<file path="config.mk">
export PLATFORM = sky130hd
export DESIGN_NAME = decode_stage
export DESIGN_NICKNAME = d
export VERILOG_FILES = /design/src/rtl/decode_stage.sv
export SDC_FILE = /design/constraint.sdc
export NUM_CORES = 1
export LEC_CHECK = 0
export CAP_MARGIN = 10
export CORE_MARGIN = 2
export CORE_UTILIZATION = 39
export DETAILED_ROUTE_END_ITERATION = 8
export PLACE_DENSITY_LB_ADDON = 0.3
export RECOVER_POWER = 50
export SKIP_CTS_REPAIR_TIMING = 1
export SLEW_MARGIN = 20
export SYNTH_ARGS = -nofsm -noshare
export SYNTH_HDL_FRONTEND = slang
export SYNTH_SLANG_ARGS = --single-unit
</file>
<file path="constraint.sdc">
create_clock -name clk -period 18.2 [get_ports clk]
set_clock_uncertainty 0.05 [all_clocks]
set_input_delay 3.64 -clock clk [delete_from_list [all_inputs] [get_ports clk]]
set_output_delay 3.64 -clock clk [all_outputs]
set_load 0.05 [all_outputs]
</file>
<file path="src/rtl/decode_stage.sv">
// decode_stage: WAYS-wide RV32 subset decoder (R, I-ALU, LUI, LB/LW, SB/SW) feeding a DEPTH-entry bundle FIFO.
// Optional macro DECODE_ILLEGAL_EN: when defined, out_illegal flags unsupported opcode/funct3 per valid way.
module decode_stage #(
  parameter int WAYS  = 2,
  parameter int PC_W  = 12,
  parameter int DEPTH = 4,
  parameter int CNT_W = $clog2(DEPTH + 1)
) (
  input  logic                 clk,
  input  logic                 rst,
  input  logic                 flush,
  input  logic                 in_valid,
  output logic                 in_ready,
  input  logic [WAYS-1:0]      in_mask,
  input  logic [WAYS*PC_W-1:0] in_pc,
  input  logic [WAYS*32-1:0]   in_instr,
  output logic                 out_valid,
  input  logic                 out_ready,
  output logic [WAYS-1:0]      out_mask,
  output logic [WAYS*PC_W-1:0] out_pc,
  output logic [WAYS*32-1:0]   out_instr,
  output logic [WAYS*7-1:0]    out_c_sig,
  output logic [WAYS*3-1:0]    out_alu_sig,
  output logic [WAYS*32-1:0]   out_imm,
  output logic [WAYS*5-1:0]    out_rs1,
  output logic [WAYS*5-1:0]    out_rs2,
  output logic [WAYS*5-1:0]    out_rd,
  output logic [WAYS-1:0]      out_illegal,
  output logic [CNT_W-1:0]     count
);

  localparam int PTR_W = (DEPTH > 1) ? $clog2(DEPTH) : 1;

  localparam logic [6:0] OP_RTYPE = 7'b0110011;
  localparam logic [6:0] OP_ITYPE = 7'b0010011;
  localparam logic [6:0] OP_LOAD  = 7'b0000011;
  localparam logic [6:0] OP_STORE = 7'b0100011;
  localparam logic [6:0] OP_LUI   = 7'b0110111;

  localparam logic [2:0] F3_ADD   = 3'b000;
  localparam logic [2:0] F3_XOR   = 3'b100;
  localparam logic [2:0] F3_SHIFT = 3'b101;
  localparam logic [2:0] F3_OR    = 3'b110;
  localparam logic [2:0] F3_AND   = 3'b111;
  localparam logic [2:0] F3_BYTE  = 3'b000;
  localparam logic [2:0] F3_WORD  = 3'b010;

  // Control bits: {reg_we, alu_src_imm, mem_re, mem_we, mem_to_reg, byte_acc, rsvd}
  localparam logic [6:0] RTYPE_SIG = 7'b1000000;
  localparam logic [6:0] ITYPE_SIG = 7'b1100000;
  localparam logic [6:0] LB_SIG    = 7'b1110110;
  localparam logic [6:0] LW_SIG    = 7'b1110100;
  localparam logic [6:0] SB_SIG    = 7'b0101010;
  localparam logic [6:0] SW_SIG    = 7'b0101000;

  localparam logic [2:0] ALU_NONE        = 3'd0;
  localparam logic [2:0] ALU_ADD         = 3'd1;
  localparam logic [2:0] ALU_XOR         = 3'd2;
  localparam logic [2:0] ALU_OR          = 3'd3;
  localparam logic [2:0] ALU_AND         = 3'd4;
  localparam logic [2:0] ALU_SHIFT_RIGHT = 3'd5;
  localparam logic [2:0] ALU_SHIFT_LEFT  = 3'd6;

  logic [WAYS*7-1:0]  w_c_all;
  logic [WAYS*3-1:0]  w_alu_all;
  logic [WAYS*32-1:0] w_imm_all;
  logic [WAYS*5-1:0]  w_rs1_all;
  logic [WAYS*5-1:0]  w_rs2_all;
  logic [WAYS*5-1:0]  w_rd_all;
  logic [WAYS-1:0]    w_ill_all;

  genvar gi;
  generate
    for (gi = 0; gi < WAYS; gi++) begin : g_dec
      logic [31:0] w_ins;
      logic [6:0]  w_op;
      logic [2:0]  w_f3;
      logic [6:0]  w_c;
      logic [2:0]  w_alu;
      logic [31:0] w_imm;
      logic        w_ill;

      assign w_ins = in_instr[gi*32 +: 32];
      assign w_op  = w_ins[6:0];
      assign w_f3  = w_ins[14:12];

      always_comb begin
        w_c   = 7'd0;
        w_alu = ALU_NONE;
        w_imm = 32'd0;
        case (w_op)
          OP_RTYPE: begin
            case (w_f3)
              F3_ADD:   begin w_c = RTYPE_SIG; w_alu = ALU_ADD;         end
              F3_XOR:   begin w_c = RTYPE_SIG; w_alu = ALU_XOR;         end
              F3_SHIFT: begin w_c = RTYPE_SIG; w_alu = ALU_SHIFT_RIGHT; end
              default:  begin w_c = 7'd0;      w_alu = ALU_NONE;        end
            endcase
          end
          OP_ITYPE: begin
            w_imm = {{20{w_ins[31]}}, w_ins[31:20]};
            case (w_f3)
              F3_ADD:   begin w_c = ITYPE_SIG; w_alu = ALU_ADD;         end
              F3_SHIFT: begin w_c = ITYPE_SIG; w_alu = ALU_SHIFT_RIGHT; end
              F3_OR:    begin w_c = ITYPE_SIG; w_alu = ALU_OR;          end
              F3_AND:   begin w_c = ITYPE_SIG; w_alu = ALU_AND;         end
              default:  begin w_c = 7'd0;      w_alu = ALU_NONE;        end
            endcase
          end
          OP_LOAD: begin
            w_imm = {{20{w_ins[31]}}, w_ins[31:20]};
            case (w_f3)
              F3_BYTE: begin w_c = LB_SIG; w_alu = ALU_ADD;  end
              F3_WORD: begin w_c = LW_SIG; w_alu = ALU_ADD;  end
              default: begin w_c = 7'd0;   w_alu = ALU_NONE; end
            endcase
          end
          OP_STORE: begin
            w_imm = {{20{w_ins[31]}}, w_ins[31:25], w_ins[11:7]};
            case (w_f3)
              F3_BYTE: begin w_c = SB_SIG; w_alu = ALU_ADD;  end
              F3_WORD: begin w_c = SW_SIG; w_alu = ALU_ADD;  end
              default: begin w_c = 7'd0;   w_alu = ALU_NONE; end
            endcase
          end
          OP_LUI: begin
            w_imm = {{12{w_ins[31]}}, w_ins[31:12]};
            w_alu = ALU_SHIFT_LEFT;
          end
          default: begin
            w_c   = 7'd0;
            w_alu = ALU_NONE;
            w_imm = 32'd0;
          end
        endcase
        // Idle ways carry no decode so downstream can ignore them without the mask.
        if (!in_mask[gi]) begin
          w_c   = 7'd0;
          w_alu = ALU_NONE;
          w_imm = 32'd0;
        end
      end

`ifdef DECODE_ILLEGAL_EN
      // Every supported encoding maps to a nonzero ALU op, so a zero op marks an unsupported one.
      assign w_ill = in_mask[gi] & (w_alu == ALU_NONE);
`else
      assign w_ill = 1'b0;
`endif

      assign w_c_all[gi*7 +: 7]    = w_c;
      assign w_alu_all[gi*3 +: 3]  = w_alu;
      assign w_imm_all[gi*32 +: 32] = w_imm;
      assign w_rs1_all[gi*5 +: 5]  = in_mask[gi] ? w_ins[19:15] : 5'd0;
      assign w_rs2_all[gi*5 +: 5]  = in_mask[gi] ? w_ins[24:20] : 5'd0;
      assign w_rd_all[gi*5 +: 5]   = in_mask[gi] ? w_ins[11:7]  : 5'd0;
      assign w_ill_all[gi]         = w_ill;
    end
  endgenerate

  logic [PTR_W-1:0] r_wr_ptr;
  logic [PTR_W-1:0] r_rd_ptr;
  logic [CNT_W-1:0] r_count;
  logic             w_push;
  logic             w_pop;

  logic [WAYS-1:0]      r_mem_mask [DEPTH];
  logic [WAYS*PC_W-1:0] r_mem_pc   [DEPTH];
  logic [WAYS*32-1:0]   r_mem_ins  [DEPTH];
  logic [WAYS*7-1:0]    r_mem_c    [DEPTH];
  logic [WAYS*3-1:0]    r_mem_alu  [DEPTH];
  logic [WAYS*32-1:0]   r_mem_imm  [DEPTH];
  logic [WAYS*5-1:0]    r_mem_rs1  [DEPTH];
  logic [WAYS*5-1:0]    r_mem_rs2  [DEPTH];
  logic [WAYS*5-1:0]    r_mem_rd   [DEPTH];
  logic [WAYS-1:0]      r_mem_ill  [DEPTH];

  // Ready looks only at registered occupancy, never at out_ready.
  assign in_ready  = !rst && !flush && (r_count < CNT_W'(DEPTH));
  assign out_valid = (r_count != '0);
  assign w_push    = in_valid && in_ready;
  assign w_pop     = out_valid && out_ready;
  assign count     = r_count;

  always_ff @(posedge clk) begin
    if (rst) begin
      for (int e = 0; e < DEPTH; e++) begin
        r_mem_mask[e] <= '0;
        r_mem_pc[e]   <= '0;
        r_mem_ins[e]  <= '0;
        r_mem_c[e]    <= '0;
        r_mem_alu[e]  <= '0;
        r_mem_imm[e]  <= '0;
        r_mem_rs1[e]  <= '0;
        r_mem_rs2[e]  <= '0;
        r_mem_rd[e]   <= '0;
        r_mem_ill[e]  <= '0;
      end
    end else if (w_push) begin
      r_mem_mask[r_wr_ptr] <= in_mask;
      r_mem_pc[r_wr_ptr]   <= in_pc;
      r_mem_ins[r_wr_ptr]  <= in_instr;
      r_mem_c[r_wr_ptr]    <= w_c_all;
      r_mem_alu[r_wr_ptr]  <= w_alu_all;
      r_mem_imm[r_wr_ptr]  <= w_imm_all;
      r_mem_rs1[r_wr_ptr]  <= w_rs1_all;
      r_mem_rs2[r_wr_ptr]  <= w_rs2_all;
      r_mem_rd[r_wr_ptr]   <= w_rd_all;
      r_mem_ill[r_wr_ptr]  <= w_ill_all;
    end
  end

  always_ff @(posedge clk) begin
    if (rst || flush) begin
      r_wr_ptr <= '0;
      r_rd_ptr <= '0;
      r_count  <= '0;
    end else begin
      if (w_push) r_wr_ptr <= r_wr_ptr + PTR_W'(1);
      if (w_pop)  r_rd_ptr <= r_rd_ptr + PTR_W'(1);
      case ({w_push, w_pop})
        2'b10:   r_count <= r_count + CNT_W'(1);
        2'b01:   r_count <= r_count - CNT_W'(1);
        default: r_count <= r_count;
      endcase
    end
  end

  assign out_mask    = r_mem_mask[r_rd_ptr];
  assign out_pc      = r_mem_pc[r_rd_ptr];
  assign out_instr   = r_mem_ins[r_rd_ptr];
  assign out_c_sig   = r_mem_c[r_rd_ptr];
  assign out_alu_sig = r_mem_alu[r_rd_ptr];
  assign out_imm     = r_mem_imm[r_rd_ptr];
  assign out_rs1     = r_mem_rs1[r_rd_ptr];
  assign out_rs2     = r_mem_rs2[r_rd_ptr];
  assign out_rd      = r_mem_rd[r_rd_ptr];
  assign out_illegal = r_mem_ill[r_rd_ptr];

endmodule

</file>
==> summary.txt <==
Status
  – Status: complete, but fails checks
  – Failing checks: max-capacitance violations, max-slew violations

Placement
  – Cell count after placement: 3206
  – HPWL after DPL: 49700 µm
  – Pre-CTS setup slack: 8920 ps
  – Gpl congestion: 0.774
  – IO buf count: 301
  – Area after DPL: 35000 µm²

Floorplanning
  – FP Rows: 103
  – Die Y-Extent: 287 µm
  – Total core area: 79000 µm²
  – Die Span X: 287 µm
  – Starting density of the core: 39.4%
  – Total die area: 82100 µm²
  – # IOs: 306

Yosys
  – #FFs+latches synth: 713
  – Ys Warns: 0
  – Area share of the largest cell type after synthesis: 67.9%
  – Post-synth top flop: edfxtp_1
  – Synth Cell Area: 31100 µm²
  – Synth Area per Inst: 15.6 µm²
  – Largest cells by area after synthesis: edfxtp_1 (68%), mux4_2 (13%), and2_1 (5.5%)
  – Synth Instances: 1997
  – Asr flop ratio synth: 0%
  – Most common cell in the netlist: edfxtp_1
  – List of most frequent post-synthesis cells: edfxtp_1 (704), and2_1 (276), nor2_1 (273)
  – Seq/Total Area, Yosys: 68.5%
  – Synth area leader: edfxtp_1
  – Number of synthesized flops with an enable pin: 704
  – Unique masters post-synth: 50

Clock network
  – Clk root buf: clkbuf_16
  – Clock insertion delay at the later pin of the skew report: 600 ps
  – CTS Buf Count: 78
  – Worst-path clk slew: 60 ps
  – TritonCTS clock tree: done
  – Sink Count: 713
  – CTS max path bufs: 3
  – H-Tree Depth: 3

Critical path
  – Worst Setup End Kind: flip-flop
  – Data arrival time of the critical path: 13090 ps
  – Critical Path Source Type: primary input
  – Setup CP Type: primary input to flip-flop
  – WP data required: 18390 ps
  – CP max FO: 51

Routing
  – DR vias: 18100
  – Drt initial violations: 1578
  – DRT Wirelength: 85000 µm
  – Wire per inst: 25.4 µm
  – Via density: 5.40
  – DRC viols: 0
  – TritonRoute pass-1 iters: 6
  – Routed Antenna Nets: 0

Cells and area
  – Layout Cells excl Fill: 3350
  – Final net count: 2333
  – Area Growth Syn to Fin: 19.8%
  – FILL cells: 6768
  – Design area: 37300 µm²
  – Layout cell share with drive strength beyond 1: 14.1%
  – Final core occ: 47.2%

Timing
  – Slew headroom: -115%
  – Crit path time final: 12900 ps
  – Fin. Hold Viols: 0
  – Worst setup margin: 5300 ps
  – Max-slew violations: 767
  – Fmax: 77.5 MHz
  – RSZ-0062 raised after global routing: no
  – # setup viols final: 0
  – Worst Tran Pin Value: 3220 ps
  – Fin Hold WS: 443 ps
  – Final worst-path cycle share: 70.9%
  – Setup TNS: 0 ps

Global routing
  – Total gr overflow: 0
  – Largest net degree at the start of global routing: 59
  – Initial antenna violation count: 3
  – Vias in the first global route: 18900
  – First-pass GRT wire length: 125000 µm
  – GRT Overall Usage: 20.7%

Power
  – Leakage: 12.9 nW
  – Maximum vdd ir drop: 0.0849 mV
  – Pwr/cell area: 101 nW/µm²
  – Total Power: 3.77 mW

Hold path
  – Worst hold path class: flip-flop to flip-flop

Flow run
  – Max_cap viols: 19
[flip-flops by register name (all words and copies together), names as in the netlist, 8 cells and up, named ones only]
register / count
r_mem_rs2: 40
r_mem_rd: 40
r_mem_alu: 24
r_mem_c: 40
r_mem_mask: 8
r_mem_ins: 256
r_mem_imm: 160
r_mem_rs1: 40
r_mem_pc: 96
[critical path: stages]
cell and delay [ps]:
dlygate4sd3_1 650, nor4b_1 260, clkbuf_1 1660, nand2_1 2020, clkbuf_1 1240, nand2b_1 1820
buf_4 890, buf_4 750
[placed cells by master (no fill, tap or decap), types with 6 or more instances in the layout]
cell type / Yosys / routed
nand2b_1: 8 / 8
edfxtp_1: 704 / 704
and2_0: 0 / 158
a2bb2oi_1: 10 / 10
clkbuf_16: 0 / 80
nor3_1: 55 / 57
mux4_2: 176 / 176
and3_1: 97 / 97
clkbuf_1: 103 / 26
clkinv_1: 0 / 16
buf_4: 31 / 22
a22oi_1: 11 / 11
inv_1: 28 / 29
a21oi_1: 36 / 36
nor2b_1: 14 / 14
nand3_1: 6 / 8
dfxtp_1: 9 / 7
clkdlybuf4s50_1: 0 / 296
nor2_1: 273 / 272
clkinv_2: 0 / 17
nand2_1: 45 / 45
and2_1: 276 / 118
bufinv_16: 0 / 6
[logic make-up (layout without fill, tap and decap cells)]
| logic type | count (synthesis) | in the layout | synth area share (%) |
|---|---|---|---|
| flip-flops | 713 | 713 | 68.5 |
| other | 1 | 6 | 0.0120 |
| XOR/XNOR | 6 | 6 | 0.169 |
| adder cells (fa/ha/maj) | 2 | 2 | 0.105 |
| buffers and inverters | 211 | 509 | 3.12 |
| AO/OA/AOI/OAI | 79 | 79 | 1.64 |
| AND/OR/NAND/NOR | 807 | 807 | 13.7 |
| multiplexers | 178 | 178 | 12.8 |
[final cells by class]
type	instances	area [µm²]	area share [%]
timing repair buffer	338	3230	8.67
antenna	2	5.00	0.0134
clock inverter	49	427	1.14
sequential	713	21300	57.2
clock buffer	93	2070	5.55
tap	1050	1310	3.52
inverter	29	109	0.292
multi-input combinational	1076	8810	23.6
[worst paths after layout]
check,slack (ps),from,depth (start not counted),endpoint
worst max-delay path,5300,rst,8,r_mem_imm[0][11]
worst min-delay path,440,r_wr_ptr[0],2,r_wr_ptr[0]
worst max register to register,8640,r_wr_ptr[0],7,r_mem_imm[0][11]
worst min register to register,440,r_wr_ptr[0],2,r_wr_ptr[0]
[routing by layer]
layer	vias up	global-route usage (%)	routed length, µm
met5	-	0	11
met4	2	5.50	1710
met3	98	4.83	6460
met2	615	34.8	42200
met1	9443	27.2	34600
li1	7922	-	-
[power by group]
part	switching (mW)	internal, mW
registers	0.0171	1.87
clock network	0.658	0.901
logic	0.220	0.100
(Power assumes the default switching activity.)
